--- config.mk ---
export PLATFORM = sky130hd
export DESIGN_NAME = flags_ctx_flat
export DESIGN_NICKNAME = d
export VERILOG_FILES = /design/src/rtl/flags_pkg.sv /design/src/rtl/flags_ctx_if.sv /design/src/rtl/flags_lifo.sv /design/src/rtl/flags_ctx.sv /design/src/flat_wrapper.sv
export SDC_FILE = /design/constraint.sdc
export NUM_CORES = 1
export LEC_CHECK = 0
export BUFFER_PORTS_ARGS = -buffer_cell sky130_fd_sc_hd__clkbuf_2
export CAP_MARGIN = 20
export CORE_ASPECT_RATIO = 0.8
export CORE_UTILIZATION = 56
export CTS_CLUSTER_SIZE = 24
export DETAILED_ROUTE_END_ITERATION = 8
export PLACE_DENSITY = 0.91
export SETUP_SLACK_MARGIN = 0.4
export SYNTH_ARGS = -nofsm -noshare
export SYNTH_HDL_FRONTEND = slang
export SYNTH_SLANG_ARGS = --single-unit
--- constraint.sdc ---
create_clock -name clk -period 4.31 [get_ports clk]
set_clock_uncertainty 0.15 [all_clocks]
set_input_delay 0.6465 -clock clk [delete_from_list [all_inputs] [get_ports clk]]
set_output_delay 0.6465 -clock clk [all_outputs]
set_load 0.01 [all_outputs]
--- src/rtl/flags_pkg.sv ---
`default_nettype none
// ============================================================================
// Module   : flags_pkg
// Brief    : Flag bit indices, default sizing and helpers for flags_ctx.
// Revision : 1.0 - initial release
// ============================================================================
package flags_pkg;

  localparam int FLAG_Z = 0;
  localparam int FLAG_C = 1;
  localparam int FLAG_V = 2;
  localparam int FLAG_N = 3;

  localparam int DEF_NUM_FLAGS   = 4;
  localparam int DEF_STACK_DEPTH = 4;

  // Depth counter must hold 0..depth inclusive.
  function automatic int cnt_width(input int depth);
    return $clog2(depth + 1);
  endfunction

endpackage
`default_nettype wire

--- src/rtl/flags_ctx_if.sv ---
`default_nettype none
// ============================================================================
// Module   : flags_ctx_if
// Brief    : Bus between ALU/control/interrupt logic and flags_ctx.
//            FLAGS_CTX_STICKY_EN adds the sticky_clr / sticky pair.
// Revision : 1.0 - initial release
// ============================================================================
interface flags_ctx_if
  import flags_pkg::*;
#(
  parameter int NUM_FLAGS   = DEF_NUM_FLAGS,
  parameter int STACK_DEPTH = DEF_STACK_DEPTH
) ();
  localparam int CNT_W = cnt_width(STACK_DEPTH);

  logic                 load_flags;
  logic [NUM_FLAGS-1:0] flag_mask;
  logic [NUM_FLAGS-1:0] flags_in;
  logic                 wr_en;
  logic [NUM_FLAGS-1:0] wr_data;
  logic                 push;
  logic                 pop;
  logic                 err_clr;
  logic [NUM_FLAGS-1:0] flags;
  logic [CNT_W-1:0]     depth;
  logic                 stack_full;
  logic                 stack_empty;
  logic                 stack_err;
`ifdef FLAGS_CTX_STICKY_EN
  logic                 sticky_clr;
  logic [NUM_FLAGS-1:0] sticky;
`endif

  modport master (
    output load_flags, flag_mask, flags_in, wr_en, wr_data, push, pop, err_clr,
`ifdef FLAGS_CTX_STICKY_EN
    output sticky_clr,
    input  sticky,
`endif
    input  flags, depth, stack_full, stack_empty, stack_err
  );

  modport slave (
    input  load_flags, flag_mask, flags_in, wr_en, wr_data, push, pop, err_clr,
`ifdef FLAGS_CTX_STICKY_EN
    input  sticky_clr,
    output sticky,
`endif
    output flags, depth, stack_full, stack_empty, stack_err
  );

endinterface
`default_nettype wire

--- src/rtl/flags_lifo.sv ---
`default_nettype none
// ============================================================================
// Module   : flags_lifo
// Brief    : Context LIFO; push/pop must already be qualified by the caller.
// Revision : 1.0 - initial release
// ============================================================================
module flags_lifo
  import flags_pkg::*;
#(
  parameter  int WIDTH = DEF_NUM_FLAGS,
  parameter  int DEPTH = DEF_STACK_DEPTH,
  localparam int CNT_W = cnt_width(DEPTH)
) (
  input  logic             clk,
  input  logic             reset,
  input  logic             push_i,
  input  logic             pop_i,
  input  logic [WIDTH-1:0] wdata_i,
  output logic [WIDTH-1:0] rdata_o,
  output logic [CNT_W-1:0] depth_o,
  output logic             full_o,
  output logic             empty_o
);

  logic [WIDTH-1:0] mem_q [DEPTH];
  logic [CNT_W-1:0] depth_q;

  always_ff @(posedge clk) begin
    if (reset) begin
      depth_q <= '0;
    end else if (push_i) begin
      depth_q <= depth_q + CNT_W'(1);
    end else if (pop_i) begin
      depth_q <= depth_q - CNT_W'(1);
    end
  end

  // Entry i is written when the stack currently holds exactly i contexts.
  for (genvar i = 0; i < DEPTH; i++) begin : g_entry
    always_ff @(posedge clk) begin
      if (push_i && (depth_q == CNT_W'(i))) begin
        mem_q[i] <= wdata_i;
      end
    end
  end

  always_comb begin
    rdata_o = '0;
    for (int i = 0; i < DEPTH; i++) begin
      if (depth_q == CNT_W'(i + 1)) begin
        rdata_o = mem_q[i];
      end
    end
  end

  assign depth_o = depth_q;
  assign full_o  = (depth_q == CNT_W'(DEPTH));
  assign empty_o = (depth_q == '0);

endmodule
`default_nettype wire

--- src/rtl/flags_ctx.sv ---
`default_nettype none
// ============================================================================
// Module   : flags_ctx
// Brief    : Masked/writable status flags with an interrupt context LIFO.
//            Define FLAGS_CTX_STICKY_EN to add per-bit sticky capture.
// Revision : 1.0 - initial release
// ============================================================================
module flags_ctx
  import flags_pkg::*;
#(
  parameter int NUM_FLAGS   = DEF_NUM_FLAGS,
  parameter int STACK_DEPTH = DEF_STACK_DEPTH
) (
  input  logic        clk,
  input  logic        reset,
  flags_ctx_if.slave  bus
);
  localparam int CNT_W = cnt_width(STACK_DEPTH);

  logic [NUM_FLAGS-1:0] flags_q, flags_d;
  logic [NUM_FLAGS-1:0] w_loaded;
  logic [NUM_FLAGS-1:0] w_top;
  logic [CNT_W-1:0]     w_depth;
  logic                 w_full, w_empty;
  logic                 w_push_ok, w_pop_ok, w_err;
  logic                 err_q, err_d;

  assign w_push_ok = bus.push & ~bus.pop & ~w_full;
  assign w_pop_ok  = bus.pop & ~bus.push & ~w_empty;
  // Any requested stack operation that is not accepted is misuse.
  assign w_err     = (bus.push | bus.pop) & ~w_push_ok & ~w_pop_ok;

  flags_lifo #(
    .WIDTH (NUM_FLAGS),
    .DEPTH (STACK_DEPTH)
  ) u_lifo (
    .clk     (clk),
    .reset   (reset),
    .push_i  (w_push_ok),
    .pop_i   (w_pop_ok),
    .wdata_i (flags_q),
    .rdata_o (w_top),
    .depth_o (w_depth),
    .full_o  (w_full),
    .empty_o (w_empty)
  );

  for (genvar i = 0; i < NUM_FLAGS; i++) begin : g_load
    assign w_loaded[i] = bus.flag_mask[i] ? bus.flags_in[i] : flags_q[i];
  end

  always_comb begin
    flags_d = flags_q;
    if (w_pop_ok) begin
      flags_d = w_top;
    end else if (bus.wr_en) begin
      flags_d = bus.wr_data;
    end else if (bus.load_flags) begin
      flags_d = w_loaded;
    end
  end

  assign err_d = w_err | (err_q & ~bus.err_clr);

  always_ff @(posedge clk) begin
    if (reset) begin
      flags_q <= '0;
      err_q   <= 1'b0;
    end else begin
      flags_q <= flags_d;
      err_q   <= err_d;
    end
  end

`ifdef FLAGS_CTX_STICKY_EN
  logic [NUM_FLAGS-1:0] sticky_q, sticky_d;

  assign sticky_d = (bus.sticky_clr ? '0 : sticky_q)
                  | (bus.flag_mask & bus.flags_in & {NUM_FLAGS{bus.load_flags}});

  always_ff @(posedge clk) begin
    if (reset) begin
      sticky_q <= '0;
    end else begin
      sticky_q <= sticky_d;
    end
  end

  assign bus.sticky = sticky_q;
`endif

  assign bus.flags       = flags_q;
  assign bus.depth       = w_depth;
  assign bus.stack_full  = w_full;
  assign bus.stack_empty = w_empty;
  assign bus.stack_err   = err_q;

endmodule
`default_nettype wire

--- src/flat_wrapper.sv ---
// flat-port wrapper written by rule: the top's interface ports become plain ports
module flags_ctx_flat import flags_pkg::*;
#(
  parameter int NUM_FLAGS   = DEF_NUM_FLAGS,
  parameter int STACK_DEPTH = DEF_STACK_DEPTH
)
  (clk, reset, bus_load_flags, bus_flag_mask, bus_flags_in, bus_wr_en, bus_wr_data, bus_push, bus_pop, bus_err_clr, bus_flags, bus_depth, bus_stack_full, bus_stack_empty, bus_stack_err);
  flags_ctx_if #(.NUM_FLAGS(NUM_FLAGS), .STACK_DEPTH(STACK_DEPTH)) bus_i ();
  input  logic clk;
  input  logic reset;
  input wire logic [$bits(bus_i.load_flags)-1:0] bus_load_flags;
  input wire logic [$bits(bus_i.flag_mask)-1:0] bus_flag_mask;
  input wire logic [$bits(bus_i.flags_in)-1:0] bus_flags_in;
  input wire logic [$bits(bus_i.wr_en)-1:0] bus_wr_en;
  input wire logic [$bits(bus_i.wr_data)-1:0] bus_wr_data;
  input wire logic [$bits(bus_i.push)-1:0] bus_push;
  input wire logic [$bits(bus_i.pop)-1:0] bus_pop;
  input wire logic [$bits(bus_i.err_clr)-1:0] bus_err_clr;
  output wire logic [$bits(bus_i.flags)-1:0] bus_flags;
  output wire logic [$bits(bus_i.depth)-1:0] bus_depth;
  output wire logic [$bits(bus_i.stack_full)-1:0] bus_stack_full;
  output wire logic [$bits(bus_i.stack_empty)-1:0] bus_stack_empty;
  output wire logic [$bits(bus_i.stack_err)-1:0] bus_stack_err;
  assign bus_i.load_flags = bus_load_flags;
  assign bus_i.flag_mask = bus_flag_mask;
  assign bus_i.flags_in = bus_flags_in;
  assign bus_i.wr_en = bus_wr_en;
  assign bus_i.wr_data = bus_wr_data;
  assign bus_i.push = bus_push;
  assign bus_i.pop = bus_pop;
  assign bus_i.err_clr = bus_err_clr;
  assign bus_flags = bus_i.flags;
  assign bus_depth = bus_i.depth;
  assign bus_stack_full = bus_i.stack_full;
  assign bus_stack_empty = bus_i.stack_empty;
  assign bus_stack_err = bus_i.stack_err;
  flags_ctx #(.NUM_FLAGS(NUM_FLAGS), .STACK_DEPTH(STACK_DEPTH)) u_core (.clk(clk), .reset(reset), .bus(bus_i));
endmodule
==> impl_metrics.csv <==
group,metric,value,unit
logic_synthesis,synth-seq-cells,24,
floorplan,dieArea,2363,um^2
logic_synthesis,synthArstFlopShare,0,
critical_path,critPathLaunchType,"flop",
route,ant_nets,0,
critical_path,crit_required,4.36,ns
logic_synthesis,synthFlopType,"edfxtp_1",
sta,hold_viol_final,0,
critical_path,cp-end-kind,"flop",
global_route,grt_pass1_wl,4347,um
logic_synthesis,synthDistinctLibCells,31,
route,wl_per_cell,17.64,um
logic_synthesis,yosys.area.top_type,"edfxtp_1",
logic_synthesis,syn_nets,127,
cts,clock_latency,0.32,ns
route,wl,2717,um
route,drc_errors,0,
cts,cts_tree,"done",
global_route,antenna_found_initial,0,
global_route,grt-busiest-layer,"met2",
route,drtIter0Drc,46,
floorplan,fp.coreArea,1962,um^2
floorplan,fp-row-count,14,
floorplan,dieHeight,43.68,um
logic_synthesis,synth_adder_area_share,0.06173,
final_layout,finalNonFillerCells,154,
min_path,min_path_cells,0,
final_layout,n_fill_cell,152,
critical_path,rrSetupSlack,1.97,ns
logic_synthesis,synth_commonest_cells,"edfxtp_1, nor2_1, dfxtp_1, a21oi_1, inv_1",
logic_synthesis,synthMostInstantiatedCell,"edfxtp_1",
sta,period_share,0.5439,
global_route,grt_max_degree,15,
route,via_per_inst,6.078,
cts,root_buffer,"clkbuf_4",
sta,relSlewSlack,0.4918,
outcome,run_status,"completed",
critical_path,worstSetupPathType,"reg -> reg",
critical_path,r2r_cells,6,
global_route,grt_overflow_total,0,
place,dp.cells,150,
final_layout,diodes,0,
logic_synthesis,postSynthAreaPerCell,11.92,um^2
sta,setup_violations,0,
logic_synthesis,synth-simple-area-share,0.1204,
cts,postCtsSetupBuffers,0,
logic_synthesis,syn-cell-area,1216,um^2
final_layout,fin_nets,156,
route,vias,936,
cts,cts_hold_buffers,0,
flow_run,max_cap_viol_count,0,
place,gp_congestion,0.8421,
cts,clk_pin_slew_worst_paths,0.13,ns
global_route,grt_util_met2,0.4074,
floorplan,initial_core_util,0.6199,
power_and_ir_drop,power.density,457.1,nW/um^2
route,dr.pass1.iters,4,
power_and_ir_drop,ir_worst_vdd,455.2,uV
sta,setup_tns,0,ns
logic_synthesis,synth_top_family_by_area,"compound AO/OA/AOI/OAI gates",
power_and_ir_drop,p_leak,0.0005842,uW
place,port_buffers,28,
critical_path,crit_arrival,2.39,ns
global_route,use_met1,0.3591,
final_layout,syn2layout_area_growth,15.54,%
logic_synthesis,synthMuxAreaShare,0.04630,
logic_synthesis,synth_top_area_frac,0.3951,
logic_synthesis,synth_warnings,0,
final_layout,multi_input_area,511.7,um^2
logic_synthesis,synth-edff-count,16,
logic_synthesis,yosys-top-cells-area,"edfxtp_1, dfxtp_1, ha_1",
final_layout,drive_above_1_share,0.3154,
logic_synthesis,synth_compound_area_frac,0.1924,
floorplan,pin_count,29,
logic_synthesis,ys_seq_area_frac,0.5267,
critical_path,worstPathMaxFanout,11,
global_route,grt_use_total,0.2677,
cts,clk_path_buf_depth,2,
min_path,min_path_type,"reg -> reg",
cts,htreeDepth,1,
sta,fmax,0.4266,GHz
logic_synthesis,synth-xor-area-share,0,
final_layout,seq_area,640.6,um^2
cts,cts_sinks,24,
sta,worstMarginPinSlew,0.7607,ns
sta,fin_crit,2.344,ns
floorplan,fp.dieW,54.10,um
sta,rsz0062_at_grt,"false",
power_and_ir_drop,p_total,642.3,uW
logic_synthesis,synthCells,102,
global_route,grt_pass1_vias,952,
sta,drv_slew,0,
cts,cts-buffers-inserted,3,
cts,ctsResizeCount,0,
global_route,gr-usage-met3,0.07018,
place,dp_hpwl,2086,um
[worst max-delay path, stage by stage (launching register included)]
cell	delay (ns)
dfxtp_1	0.46
inv_1	0.12
ha_1	0.26
nor2b_4	0.15
nor2_2	0.44
mux2_4	0.35
a2111oi_1	0.30
[report_power, final]
part / internal, uW / total [uW] / switching [uW]
combinational: 79.6 / 179 / 99.8
clock: 94.1 / 163 / 69.2
sequential: 274 / 299 / 25.8
total: 447 / 642 / 195
[final timing paths]
path / end / from
min: u_core.u_lifo.mem_q[2][0]$_DFFE_PP_ / u_core.bus.flags[0]$_SDFFE_PP0P_
min reg2reg: u_core.u_lifo.mem_q[2][0]$_DFFE_PP_ / u_core.bus.flags[0]$_SDFFE_PP0P_
max: u_core.bus.flags[2]$_SDFFE_PP0P_ / u_core.u_lifo.depth_o[0]$_SDFFE_PP0P_
max reg2reg: u_core.bus.flags[2]$_SDFFE_PP0P_ / u_core.u_lifo.depth_o[0]$_SDFFE_PP0P_
[per-layer routing]
metal | share of wire | routed length (um) | up-vias
li1 | - | - | 444
met1 | 0.41 | 1121 | 442
met2 | 0.51 | 1387 | 46
met3 | 0.066 | 180 | 4
met4 | 0.0099 | 27 | 0
met5 | 0 | 0 | -
[metrics by stage]
step	cell area, um^2	setup WS, ns	util	hold WS, ns
2_1_floorplan	1216	2.342	-	0.3873
3_3_place_gp	1353	2.134	0.6894	0.3857
3_5_place_dp	1353	2.026	0.6894	0.3967
4_1_cts	1405	1.988	0.7162	0.4133
5_1_grt	1405	1.813	0.7162	0.4255
6_report	1405	1.966	0.7162	0.4125
[state kept, by name, indices dropped and copies added, names as in the netlist]
name,count
u_core.u_lifo.depth_o,3
u_core.bus.stack_err,1
u_core.u_lifo.mem_q,16
u_core.bus.flags,4
[cells in the final DEF (no fill, tap or decap), types with 2 or more instances in the layout]
cell       instances
a2111oi_1          5
a21oi_1            7
a221oi_1           4
a22o_1             4
a32o_1             4
clkbuf_2          28
clkbuf_4           3
dfxtp_1            8
edfxtp_1          16
ha_1               6
inv_1              7
mux2_4             3
nand2b_1           2
nor2_1            10
nor2_2             2
nor2b_1            2
nor3_1             2
nor3b_1            3
o21ai_0            2
[cell families after synthesis]
| family | count (synthesis) |
|---|---|
| simple gates | 26 |
| mux | 4 |
| flops | 24 |
| buf+inv | 12 |
| fa+ha+maj | 6 |
| compound gates | 30 |
[layout make-up]
type / count / area share
Tap cell: 24 / 0.02137
Sequential cell: 24 / 0.4559
Inverter: 8 / 0.02137
Clock buffer: 3 / 0.01603
Timing Repair Buffer: 28 / 0.09973
Clock inverter: 1 / 0.02137
Multi-Input combinational cell: 66 / 0.3642
Power figures use the tool's default switching activity.
